### config.mk
export PLATFORM = sky130hd
export DESIGN_NAME = base_unpacker_flat
export DESIGN_NICKNAME = d
export VERILOG_FILES = /design/src/rtl/base_unpacker_if.sv /design/src/rtl/base_unpacker.sv /design/src/flat_wrapper.sv
export SDC_FILE = /design/constraint.sdc
export NUM_CORES = 1
export LEC_CHECK = 0
export CORE_AREA = 2 2 40 42
export CTS_BUF_LIST = sky130_fd_sc_hd__clkbuf_2
export CTS_CLUSTER_DIAMETER = 60
export DETAILED_ROUTE_END_ITERATION = 16
export DIE_AREA = 0 0 42 44
export PLACE_DENSITY = 0.83
export RECOVER_POWER = 25
export SLEW_MARGIN = 25
export SYNTH_ARGS = -nofsm -noshare
export SYNTH_HDL_FRONTEND = slang
export SYNTH_SLANG_ARGS = --single-unit
### constraint.sdc
create_clock -name clk -period 4.7 [get_ports clk]
set_input_delay 0.47 -clock clk [delete_from_list [all_inputs] [get_ports clk]]
set_output_delay 0.47 -clock clk [all_outputs]
set_load 0.05 [all_outputs]
### src/rtl/base_unpacker_if.sv
// base_unpacker_if
//   Handshake bundle for the base unpacker: a packed-word input stream and
//   a one-base-per-beat output stream. clk/rst_n are separate plain ports
//   on the design and are not carried here.
//
//   Signals:
//     in_data   packed word, first base in the top two bits
//     in_valid  in_data/in_last/in_count are valid
//     in_ready  unpacker accepts a word this cycle
//     in_last   word is the final word of the sequence
//     in_count  number of valid bases in a last word
//     out_base  2-bit base code (0=A, 1=C, 2=T, 3=G)
//     out_valid out_base is valid
//     out_ready downstream consumes out_base this cycle
//     out_last  out_base is the final base of the sequence
//
//   Modports:
//     slave  - the unpacker side
//     master - the environment side (upstream source + downstream sink)
interface base_unpacker_if #(
  parameter int BASES_PER_WORD = 4,
  parameter int CNT_W          = 3
);
  logic [2*BASES_PER_WORD-1:0] in_data;
  logic                        in_valid;
  logic                        in_ready;
  logic                        in_last;
  logic [CNT_W-1:0]            in_count;
  logic [1:0]                  out_base;
  logic                        out_valid;
  logic                        out_ready;
  logic                        out_last;

  modport slave (
    input  in_data, in_valid, in_last, in_count, out_ready,
    output in_ready, out_base, out_valid, out_last
  );

  modport master (
    output in_data, in_valid, in_last, in_count, out_ready,
    input  in_ready, out_base, out_valid, out_last
  );
endinterface

### src/rtl/base_unpacker.sv
// base_unpacker
//   Splits packed genome words (BASES_PER_WORD 2-bit codes, first base in
//   the top bits) into a stream of one base per cycle for the downstream
//   2-bit-to-ASCII decoder. A final word may be partial (in_last/in_count).
//
//   Ports:
//     clk         rising-edge clock
//     rst_n       asynchronous active-low reset
//     bus         base_unpacker_if.slave handshake bundle
//     base_count  (only with BASE_UNPACKER_COUNT_EN) 32-bit count of output
//                 transfers in the current sequence
//
//   Optional feature macro: BASE_UNPACKER_COUNT_EN
module base_unpacker #(
  parameter int BASES_PER_WORD = 4,
  parameter int CNT_W          = 3
) (
  input  logic            clk,
  input  logic            rst_n,
  base_unpacker_if.slave  bus
`ifdef BASE_UNPACKER_COUNT_EN
  ,
  output logic [31:0]     base_count
`endif
);

  localparam int W = 2 * BASES_PER_WORD;
  localparam logic [CNT_W-1:0] FULL = CNT_W'(BASES_PER_WORD);
  localparam logic [CNT_W-1:0] ONE  = CNT_W'(1);

  // The state is purely a view of the remaining-base counter.
  typedef enum logic {
    EMPTY,
    ACTIVE
  } state_t;

  state_t           state;
  logic [W-1:0]     sh, sh_nxt;
  logic [CNT_W-1:0] rem, rem_nxt;
  logic             lst, lst_nxt;
  logic [CNT_W-1:0] load_cnt;
  logic             in_xfer, out_xfer;

  assign state = (rem == '0) ? EMPTY : ACTIVE;

  // A new word may be taken while the last base of the current one is
  // being consumed, which keeps the output stream gap-free across words.
  assign bus.in_ready  = (state == EMPTY) || ((rem == ONE) && bus.out_ready);
  assign bus.out_base  = sh[W-1:W-2];
  assign bus.out_valid = (state == ACTIVE);
  assign bus.out_last  = lst && (rem == ONE);

  assign in_xfer  = bus.in_valid && bus.in_ready;
  assign out_xfer = bus.out_valid && bus.out_ready;

  // A count of zero or one larger than a word is treated as a full word.
  always_comb begin
    load_cnt = FULL;
    if (bus.in_last && (bus.in_count != '0) && (bus.in_count <= FULL)) begin
      load_cnt = bus.in_count;
    end
  end

  // Load has priority: it can only coincide with draining the final base.
  always_comb begin
    sh_nxt  = sh;
    rem_nxt = rem;
    lst_nxt = lst;
    if (in_xfer) begin
      sh_nxt  = bus.in_data;
      rem_nxt = load_cnt;
      lst_nxt = bus.in_last;
    end else if (out_xfer) begin
      sh_nxt  = {sh[W-3:0], 2'b00};
      rem_nxt = rem - ONE;
    end
  end

  always_ff @(posedge clk or negedge rst_n) begin
    if (!rst_n) begin
      sh  <= '0;
      rem <= '0;
      lst <= 1'b0;
    end else begin
      sh  <= sh_nxt;
      rem <= rem_nxt;
      lst <= lst_nxt;
    end
  end

`ifdef BASE_UNPACKER_COUNT_EN
  // The count stays visible for one cycle after the final base, then clears.
  // If a new sequence already transfers in that clearing cycle, it counts 1.
  logic clr_pend;

  always_ff @(posedge clk or negedge rst_n) begin
    if (!rst_n) begin
      base_count <= '0;
      clr_pend   <= 1'b0;
    end else begin
      clr_pend <= out_xfer && bus.out_last;
      if (clr_pend) begin
        base_count <= out_xfer ? 32'd1 : 32'd0;
      end else if (out_xfer) begin
        base_count <= base_count + 32'd1;
      end
    end
  end
`endif

endmodule

### src/flat_wrapper.sv
// flat-port wrapper written by rule: the top's interface ports become plain ports
module base_unpacker_flat 
#(
  parameter int BASES_PER_WORD = 4,
  parameter int CNT_W          = 3
)
  (clk, rst_n, bus_in_data, bus_in_valid, bus_in_last, bus_in_count, bus_out_ready, bus_in_ready, bus_out_base, bus_out_valid, bus_out_last);
  base_unpacker_if #(.BASES_PER_WORD(BASES_PER_WORD), .CNT_W(CNT_W)) bus_i ();
  input  logic clk;
  input  logic rst_n;
  input wire logic [$bits(bus_i.in_data)-1:0] bus_in_data;
  input wire logic [$bits(bus_i.in_valid)-1:0] bus_in_valid;
  input wire logic [$bits(bus_i.in_last)-1:0] bus_in_last;
  input wire logic [$bits(bus_i.in_count)-1:0] bus_in_count;
  input wire logic [$bits(bus_i.out_ready)-1:0] bus_out_ready;
  output wire logic [$bits(bus_i.in_ready)-1:0] bus_in_ready;
  output wire logic [$bits(bus_i.out_base)-1:0] bus_out_base;
  output wire logic [$bits(bus_i.out_valid)-1:0] bus_out_valid;
  output wire logic [$bits(bus_i.out_last)-1:0] bus_out_last;
  assign bus_i.in_data = bus_in_data;
  assign bus_i.in_valid = bus_in_valid;
  assign bus_i.in_last = bus_in_last;
  assign bus_i.in_count = bus_in_count;
  assign bus_i.out_ready = bus_out_ready;
  assign bus_in_ready = bus_i.in_ready;
  assign bus_out_base = bus_i.out_base;
  assign bus_out_valid = bus_i.out_valid;
  assign bus_out_last = bus_i.out_last;
  base_unpacker #(.BASES_PER_WORD(BASES_PER_WORD), .CNT_W(CNT_W)) u_core (.clk(clk), .rst_n(rst_n), .bus(bus_i));
endmodule
[Yosys cells after proc, flatten, opt, wreduce, memory -nomap -nowiden]
Index checks and enable logic that the tools add are counted.
W data, S select, Z words.
Word-level totals
  flip-flop bits (word level): 12
  logic and storage cells: 22
  input bits: 16
Operators by class
  add/sub/neg operators: 1
  multiplexer cells: 6
  magnitude comparators: 1
  equal/unequal tests: 1
  reduce and logical (&&, ||, !) cells: 10
Operator list (number)
  $mux W8: 2
  $mux W3: 3
  $logic_and A1 B1 Y1: 6
  $eq A3 B1 Y1 const B: 1
  $le A3 B3 Y1 const B: 1
  $logic_not A3 Y1: 1
  $reduce_bool A3 Y1: 1
  $sub A3 B1 Y3 const B: 1
  $reduce_bool A2 Y1: 1
  $logic_or A1 B1 Y1: 1
  $mux W1: 1

[Depth between registers and ports, before layout]
Gate-level depths: netlist of run 1.
  word-level depth: 5
  mapped depth: 7
  mapped depth without buffers: 6

[Least setup slack after synthesis of run 1]
OpenSTA, ideal clock, no wires.
  path kind: flip-flop to output port
  start: register u_core.rem[0]
  end: output port bus_in_ready
  slack: 2.824 ns
  cell stages (with the launch flop): 5
  arrival time: 1.406 ns
  buffers on the path: 0
  path through: dfrtp_1 > inv_1 > ha_1 > a21oi_2 > nor2_1
Between the ends
  cells in the longest elaborated chain, start to end: 3
  elaborated cells between the ends (all ways): 4
  classes of those cells: eq/ne: 1; reduce/logical: 3
RTL lines
  start: declaration: line base_unpacker.sv:39  | logic [CNT_W-1:0] rem, rem_nxt;
  start signal: assignment: line base_unpacker.sv:86  | rem <= rem_nxt;
  $eq A3 B1 Y1: line base_unpacker.sv:48  | assign bus.in_ready = (state == EMPTY) || ((rem == ONE) && bus.out_ready);
  $logic_and A1 B1 Y1: line base_unpacker.sv:48
  $logic_or A1 B1 Y1 *: line base_unpacker.sv:48
  end: declaration: line flat_wrapper.sv:16  | output wire logic [$bits(bus_i.in_ready)-1:0] bus_in_ready;
Mark *: on every way between the ends. The rest lies on a longest branch, timed or not.

[Final worst setup path of run 1]
  start: input port bus_out_ready
  end: output port bus_in_ready
Between the ends
  cells in the longest elaborated chain, start to end: 2
RTL lines
  start: declaration: line flat_wrapper.sv:15  | input wire logic [$bits(bus_i.out_ready)-1:0] bus_out_ready;
  $logic_and A1 B1 Y1: line base_unpacker.sv:48
  $logic_or A1 B1 Y1: line base_unpacker.sv:48
No other way between the ends.

==> run metrics, run 1 <==
proportion of netlist area held by the largest area contributor=0.433; pwr dens=588 nW/µm²; number of enable flip-flop cells after synthesis=0; Final min period=2510 ps; vias=490; worst-path maximum fanout=3; ys flop type=dfrtp_1; Final Cycle Share=0.534; worst hold path startpoint=u_core.sh[5]; f_max=0.398 GHz; cell count after synthesis=62; Critical path origin=bus_out_ready; xor/xnor share of the synthesized area=0; synth-to-layout area growth=29.1%; count of final hold-check violations=0; cell type contributing the most total cell area after synthesis=dfrtp_1; Pre-Repair DR Iteration Count=2; global-route wire length before repair=2.17 mm; Final #Nets=102; DP HPWL=925 µm; Die Area=1850 µm²; initial core utilization=0.489; cts repair resizes=0; met1 layer usage reported by global route=0.189; proportion of synthesized area in mux cells=0.181; number of I/O port buffers=20; GRT Total Usage=0.161; arrival time reported for the critical path endpoint=2040 ps; Yosys warnings=0; initial antenna violation count=0; setup_tns=0 ps; proportion of layout cells with a drive suffix above 1=0.159; largest family of logic cells by synthesized area=multiplexers; total nets after synthesis=81; sum of overflow across all layers after global routing=0; number of CTS-inserted buffers=3; Std-Cell Rows=14; pin count of the biggest net entering global routing=19; met3 track demand over resource=0.0792; met2 usage=0.266; unrepaired setup endpoints after global routing=false; Post-Route Skew=1.69 ps; worst hold path type=register to register; fraction of the mapped netlist area in simple logic gates=0.139; DRC violations left=0; sequential element share of the synthesized area=0.433; number of post-CTS setup repair buffers=0; hold buffer count at CTS=0; routability cong.=0.763; Crit. End Element=output pin; via count of the first global-routing pass=476; FF+latch count, synth=12; drt total wl=1.18 mm; share of the synthesized area in compound gates (AO/OA/AOI/OAI)=0.128; core utilization of the finished layout=0.631; share of synthesized registers carrying an async set or reset=1.00; worst vdd ir=0.289 mV; ports placed on the boundary=21; CTS sink cnt=12; Wirelength per Cell=12.0 µm; class of the most critical setup path=input pin to output pin; number of different library cells in the post-synthesis netlist=21; cell depth of the worst hold path=2; H-tree levels=1; die height=44 µm; Worst-Margin Slew=726 ps; post-synthesis share of cell area spent on full adders, half adders and majority gates=0.0542; number of setup violations in the final report=0; busiest layer in global routing=met2; Clock transition at path regs=110 ps; Pins Over Slew Limit=0; width of the chip=42 µm; normalized max-slew margin=0.515; CTS tree=built; outcome=complete, no violations; drt via density=5.00; violation count after the first detailed-routing iteration=2; cell leakage power=0.376 nW; antenna cell count=0; data required time of the critical path=4230 ps; type of element launching the critical path=input pin; Skew-Pair Late Insertion Delay=260 ps; summed instance area of the synthesized netlist=693 µm²; FF-to-FF path depth=6; maximum capacitance violations=0; clock tree buffer depth=2; leading post-synthesis cells by cell area=dfrtp_1 (43%), mux2i_1 (12%), nand2_1 (6.0%); fillcell total=111; cell at the root of the clock tree=clkbuf_2; post-synthesis area per instance=11.2 µm²; post-route antenna net violation count=0; RR Startpoint=u_core.rem[0]; area of the placeable core=1420 µm²; minimum setup slack among reg-to-reg paths=2640 ps
area by class of cell:
type                       instances  area, µm²  area share
clock buffer                       3       15.0      0.0168
clock inverter                     1       3.75     0.00420
inverter                           2       7.51     0.00839
multi-input combinational         44        348       0.389
sequential                        12        300       0.336
tap                               16       20.0      0.0224
timing repair buffer              20        200       0.224
placed cells by master, fill, tap and decap left out, drive strengths merged:
cell type	count
mux2	2
o31a	1
mux2i	9
nor2b	1
a21oi	1
nor3b	1
clkbuf	3
nor2	2
dfrtp	12
nand2b	1
ha	3
dlygate4sd3	1
clkinv	1
inv	2
clkdlybuf4s50	19
nand2	11
o21ai	8
a22oi	1
a22o	2
and2b	1
per-stage QoR:
| step | cells | setup slack [ps] | area [µm²] | hold WS [ps] | power [W] |
|---|---|---|---|---|---|
| final | 98 | 2190 | 895 | 496 | 0.000526 |
| after CTS | 98 | 2170 | 895 | 499 | 0.000533 |
| after detailed placement | 94 | 2170 | 876 | 477 | 0.000481 |
| after global placement | 94 | 2220 | 876 | 466 | 0.000470 |
| after global routing | 98 | 2110 | 895 | 535 | 0.000572 |
| after floorplan | 62 | 2820 | 693 | 174 | 0.000420 |
cell usage after synthesis, drive strengths merged, types with 2 or more instances:
cell	n
a22o	2
buf	4
dfrtp	12
ha	3
inv	2
mux2	2
mux2i	9
nand2	11
nor2	2
o21ai	8
logic make-up after synthesis:
kind of cell | after synthesis
AND/OR/NAND/NOR | 17
AO/OA/AOI/OAI | 13
flip-flops | 12
multiplexers | 11
buffers and inverters | 6
adder cells (fa/ha/maj) | 3
worst max-delay path: stages:
cell             delay [ps]
clkdlybuf4s50_1         560
a21oi_2                 110
nor2_1                   90
clkdlybuf4s50_1         810
report_power, final:
| part | leakage (nW) | internal (W) | switching [W] |
|---|---|---|---|
| Clock | 0.0140 | 0.0000185 | 0.0000327 |
| Combinational | 0.208 | 0.000130 | 0.000167 |
| Sequential | 0.154 | 0.000150 | 0.0000275 |
final timing paths:
path | end
worst max-delay path | bus_in_ready
worst min-delay path | u_core.sh[5]
worst max register to register | u_core.rem[1]
worst min register to register | u_core.sh[5]
max in group asynchronous | u_core.sh[0]
min in group asynchronous | u_core.sh[7]
per-layer routing:
| layer | up-vias | share of wire |
|---|---|---|
| met5 | - | 0 |
| met4 | 0 | 0 |
| met3 | 0 | 0.054 |
| met2 | 8 | 0.49 |
| met1 | 230 | 0.45 |
| li1 | 252 | - |
sequential cells by signal (all words and copies together) (netlist names):
name / count
u_core.lst: 1
u_core.rem: 3
u_core.sh: 8
Power figures use the tool's default switching activity.
==> inputs of run 2 (changes only) <==
--- a/config.mk
+++ b/config.mk
@@ -5,12 +5,12 @@
 export SDC_FILE = /design/constraint.sdc
 export NUM_CORES = 1
 export LEC_CHECK = 0
-export CORE_AREA = 2 2 40 42
+export CORE_AREA = 2 2 42 48
 export CTS_BUF_LIST = sky130_fd_sc_hd__clkbuf_2
 export CTS_CLUSTER_DIAMETER = 60
 export DETAILED_ROUTE_END_ITERATION = 16
-export DIE_AREA = 0 0 42 44
-export PLACE_DENSITY = 0.83
+export DIE_AREA = 0 0 44 50
+export PLACE_DENSITY = 0.73
 export RECOVER_POWER = 25
 export SLEW_MARGIN = 25
 export SYNTH_ARGS = -nofsm -noshare
==> constraint.sdc (replaced) <==
create_clock -name clk -period 2.25 [get_ports clk]
set_input_delay 0.225 -clock clk [delete_from_list [all_inputs] [get_ports clk]]
set_output_delay 0.225 -clock clk [all_outputs]
set_load 0.05 [all_outputs]
==> run 2 against run 1 <==
Net effect:
- final cell count is 3.1% higher
- die area is 19% higher
- flip-flop and latch count stayed put
- global-route usage is 4.0 points lower
- sequential power is 110% higher
- register-to-register slack worse by 2200 ps
- first-iteration DRC count is 50% lower
- combinational power is 110% higher
- clock skew is 2.4 ps higher
- clock-buffer cell count stayed put
==> run metrics, run 2 (synthesized netlist as in run 1, its figures left out) <==
outcome=complete, no violations; Clock transition at path regs=120 ps; worst hold path type=input pin to async pin; Final min period=2090 ps; arrival time reported for the critical path endpoint=1870 ps; drt via density=5.09; post-route antenna net violation count=0; Post-Route Skew=4.06 ps; Final Cycle Share=0.931; global-route wire length before repair=1.96 mm; dpl cells=97; hold slack final=365 ps; DP HPWL=921 µm; unrepaired setup endpoints after global routing=false; Std-Cell Rows=16; area of the placeable core=1720 µm²; minimum setup slack among reg-to-reg paths=450 ps; CTS tree=built; CTS sink cnt=12; Largest stage delay, worst path=800 ps; largest registers ranked by flip-flop count=u_core.sh: 8 flops, u_core.rem: 3 flops, u_core.lst: 1 flops; cell at the root of the clock tree=clkbuf_2; Crit. End Element=output pin; register with the most flip-flops=u_core.sh; Final #Nets=103; hold buffer count at CTS=0; most common cell after layout, fill and taps aside=clkdlybuf4s50_1; number of setup violations in the final report=0; number of I/O port buffers=20; count of final hold-check violations=0; routability cong.=0.701; FF-to-FF path depth=7; worst-path maximum fanout=4; synth-to-layout area growth=30.5%; f_max=0.478 GHz; number of CTS-inserted buffers=3; proportion of layout cells with a drive suffix above 1=0.181; data required time of the critical path=2030 ps; vias=514; crit path max-delay cell type=clkdlybuf4s50_1; setup_tns=0 ps; Worst-Margin Slew=539 ps; worst path bufs/invs=2; fin cells=101; maximum capacitance violations=0; number of post-CTS setup repair buffers=0; GRT Total Usage=0.121; initial antenna violation count=0; H-tree levels=1; via count of the first global-routing pass=499; worst vdd ir=0.439 mV; pwr dens=1220 nW/µm²; cell-by-cell listing of the critical path=inv_1 > ha_1 > nand2b_4 > clkdlybuf4s50_1; antenna cell count=0; normalized max-slew margin=0.633; max FFs per register=8; Wirelength per Cell=11.6 µm; pin count of the biggest net entering global routing=19; violation count after the first detailed-routing iteration=1; die height=50 µm; DRC violations left=0; type of element launching the critical path=register; leading cell types in the layout, fill and taps excluded=clkdlybuf4s50_1 (17), dfrtp_1 (12), nand2_1 (11); sum of overflow across all layers after global routing=0; drt total wl=1.17 mm; ports placed on the boundary=21; core utilization of the finished layout=0.525; width of the chip=44 µm; clock tree buffer depth=2; Pins Over Slew Limit=0; cts repair resizes=0; reg-to-reg critical path endpoint=u_core.sh[5]; Pre-Repair DR Iteration Count=2; top cell family by delay on the critical path=buffers and inverters; RR Startpoint=u_core.rem[0]; cell leakage power=0.401 nW; Die Area=2200 µm²; Total Power=0.00110 W; initial core utilization=0.403; Skew-Pair Late Insertion Delay=260 ps; class of the most critical setup path=register to output pin
-- run 2: where the power goes --
part | leakage, nW | internal, W | switching [W]
Clock | 0.0140 | 0.0000386 | 0.0000712
Combinational | 0.232 | 0.000274 | 0.000346
Sequential | 0.154 | 0.000313 | 0.0000588
Total | 0.401 | 0.000625 | 0.000476
-- run 2: per-stage QoR --
| step | area, µm² | setup WS [ps] |
|---|---|---|
| after global placement | 883 | 411 |
| after floorplan | 693 | 619 |
| after CTS | 902 | 79.3 |
| after detailed placement | 883 | 365 |
| after global routing | 905 | 39.4 |
| final | 905 | 156 |
-- run 2: worst max-delay path by stage --
stage / cells after the start / from / slack [ps] / endpoint
global placement: 6 / bus_out_ready / 410 / u_core.sh[6]
finish: 4 / u_core.rem[0] / 160 / bus_out_valid
floorplan: 4 / u_core.rem[0] / 620 / bus_in_ready
CTS: 5 / u_core.rem[1] / 80 / bus_out_last
global route: 4 / u_core.rem[0] / 40 / bus_out_valid
detailed placement: 6 / bus_out_ready / 360 / u_core.sh[4]
-- run 2: worst register-to-register path, cell delays in order, from the launching register on --
cell and delay, ps:
dfrtp_1 400, inv_1 110, ha_1 250, a21oi_2 70, nor3b_4 310, buf_4 250
mux2i_1 200, o21ai_1 70
-- run 2: cell type report --
class | count | area (µm²)
Clock buffer | 3 | 15.0
Clock inverter | 1 | 3.75
Fill cell | 164 | 817
Inverter | 2 | 7.51
Multi-Input combinational cell | 44 | 348
Sequential cell | 12 | 300
Tap cell | 18 | 22.5
Timing Repair Buffer | 21 | 208
-- run 2: per-layer routing --
layer / routed length (µm) / global-route usage
met1: 508 / 0.137
met2: 596 / 0.196
met3: 59 / 0.0330
met4: 8 / 0.0758
met5: 0 / 0
==> inputs of run 3 (changes only) <==
--- a/config.mk
+++ b/config.mk
@@ -11,7 +11,7 @@
 export DETAILED_ROUTE_END_ITERATION = 16
 export DIE_AREA = 0 0 44 50
 export PLACE_DENSITY = 0.73
-export RECOVER_POWER = 25
+export RECOVER_POWER = 50
 export SLEW_MARGIN = 25
 export SYNTH_ARGS = -nofsm -noshare
 export SYNTH_HDL_FRONTEND = slang
==> run 3 against run 2 <==
Net effect:
- sequential power is essentially flat
- critical path depth is the same
- sequential share of layout area is the same
- hold slack is the same
- combinational power shrank 0.8%
- maximum frequency is the same
- routed wire length grew 0.17%
==> run metrics, run 3 (synthesized netlist as in run 1, its figures left out) <==
global-route wire length before repair=1.96 mm; worst vdd ir=0.439 mV; number of post-CTS setup repair buffers=0; Clock transition at path regs=120 ps; Pre-Repair DR Iteration Count=2; max FFs per register=8; Crit. End Element=output pin; Wirelength per Cell=11.6 µm; DP HPWL=921 µm; synth-to-layout area growth=30.5%; ports placed on the boundary=21; Die Area=2200 µm²; fillcell total=164; Final Cycle Share=0.931; width of the chip=44 µm; FF-to-FF path depth=7; pwr dens=1210 nW/µm²; vias=514; Skew-Pair Late Insertion Delay=260 ps; sum of overflow across all layers after global routing=0; arrival time reported for the critical path endpoint=1870 ps; reg-to-reg critical path endpoint=u_core.sh[5]; cell at the root of the clock tree=clkbuf_2; area occupied by multi-input gates=348 µm²; number of I/O port buffers=20; outcome=complete, no violations; Total Power=0.00110 W; violation count after the first detailed-routing iteration=1; normalized max-slew margin=0.633; met1 layer usage reported by global route=0.137; setup_tns=0 ps; final instance area=905 µm²; worst-path maximum fanout=4; drt via density=5.09; CTS sink cnt=12; busiest layer in global routing=met2; routability cong.=0.701; Final #Nets=103; minimum setup slack among reg-to-reg paths=450 ps; Seq. cell area=300 µm²; worst hold path type=input pin to async pin; Worst-Margin Slew=539 ps; proportion of layout cells with a drive suffix above 1=0.181; most common cell after layout, fill and taps aside=clkdlybuf4s50_1; antenna cell count=0; clock tree buffer depth=2; class of the most critical setup path=register to output pin; cell leakage power=0.406 nW; Pins Over Slew Limit=0; post-route antenna net violation count=0; largest registers ranked by flip-flop count=u_core.sh: 8 flops, u_core.rem: 3 flops, u_core.lst: 1 flops; area of the placeable core=1720 µm²; RR Startpoint=u_core.rem[0]; leading cell types in the layout, fill and taps excluded=clkdlybuf4s50_1 (15), dfrtp_1 (12), nand2_1 (11); met3 track demand over resource=0.0330; initial antenna violation count=0; die height=50 µm; CTS tree=built; pin count of the biggest net entering global routing=19; f_max=0.478 GHz; placed cell area=883 µm²; initial core utilization=0.403; GRT Total Usage=0.121; DRC violations left=0; H-tree levels=1; unrepaired setup endpoints after global routing=false; Std-Cell Rows=16; count of final hold-check violations=0; via count of the first global-routing pass=499; Final min period=2090 ps; type of element launching the critical path=register; data required time of the critical path=2030 ps; drt total wl=1.17 mm; Post-Route Skew=4.06 ps; maximum capacitance violations=0; register with the most flip-flops=u_core.sh; number of CTS-inserted buffers=3; met2 usage=0.196; number of setup violations in the final report=0
[run 3: cell types whose count changed in the layout (fill, tap and decap cells not counted), sizes merged]
cell and delta:
clkdlybuf4s50 -2, dlygate4sd3 +2
[run 3: what timing repair did]
action                     4_1_cts  5_1_grt
setup endpoints to repair        0        1
gates resized for setup          0        1
hold buffers                     0        0
[run 3: worst max-delay path: stages (launching register included)]
cell and delay [ps]:
dfrtp_1 370, inv_1 80, ha_1 260, nand2b_4 100, clkdlybuf4s50_1 800
[run 3: worst max-delay path by stage]
stage	to	slack [ps]	start	depth (start not counted)
2_1_floorplan	bus_in_ready	620	u_core.rem[0]	4
3_3_place_gp	u_core.sh[6]	410	bus_out_ready	6
3_5_place_dp	u_core.sh[4]	360	bus_out_ready	6
4_1_cts	bus_out_last	80	u_core.rem[1]	5
5_1_grt	bus_out_valid	40	u_core.rem[0]	4
6_report	bus_out_valid	160	u_core.rem[0]	4
[run 3: final cells by class]
type / count / share of cell area
Multi-Input combinational cell: 44 / 0.385
Sequential cell: 12 / 0.332
Timing Repair Buffer: 21 / 0.230
Tap cell: 18 / 0.0249
Clock buffer: 3 / 0.0166
Inverter: 2 / 0.00830
Clock inverter: 1 / 0.00415
[run 3: stage by stage]
stage / util / setup WS (ps) / hold WS [ps] / instances
after global routing: 0.525 / 39.4 / 397 / 101
final: 0.525 / 156 / 365 / 101
after CTS: 0.524 / 79.3 / 305 / 101
after global placement: 0.513 / 411 / 466 / 97
after detailed placement: 0.513 / 365 / 474 / 97
after floorplan: - / 619 / -70.6 / 62
[run 3: per-layer routing]
layer	up-vias	wire length (µm)
li1	257	-
met1	242	512
met2	13	594
met3	2	59
met4	0	8
met5	-	0
[run 3: report_power, final]
part	internal, W	switching (W)
clock network	0.0000386	0.0000712
logic	0.000268	0.000346
registers	0.000313	0.0000582
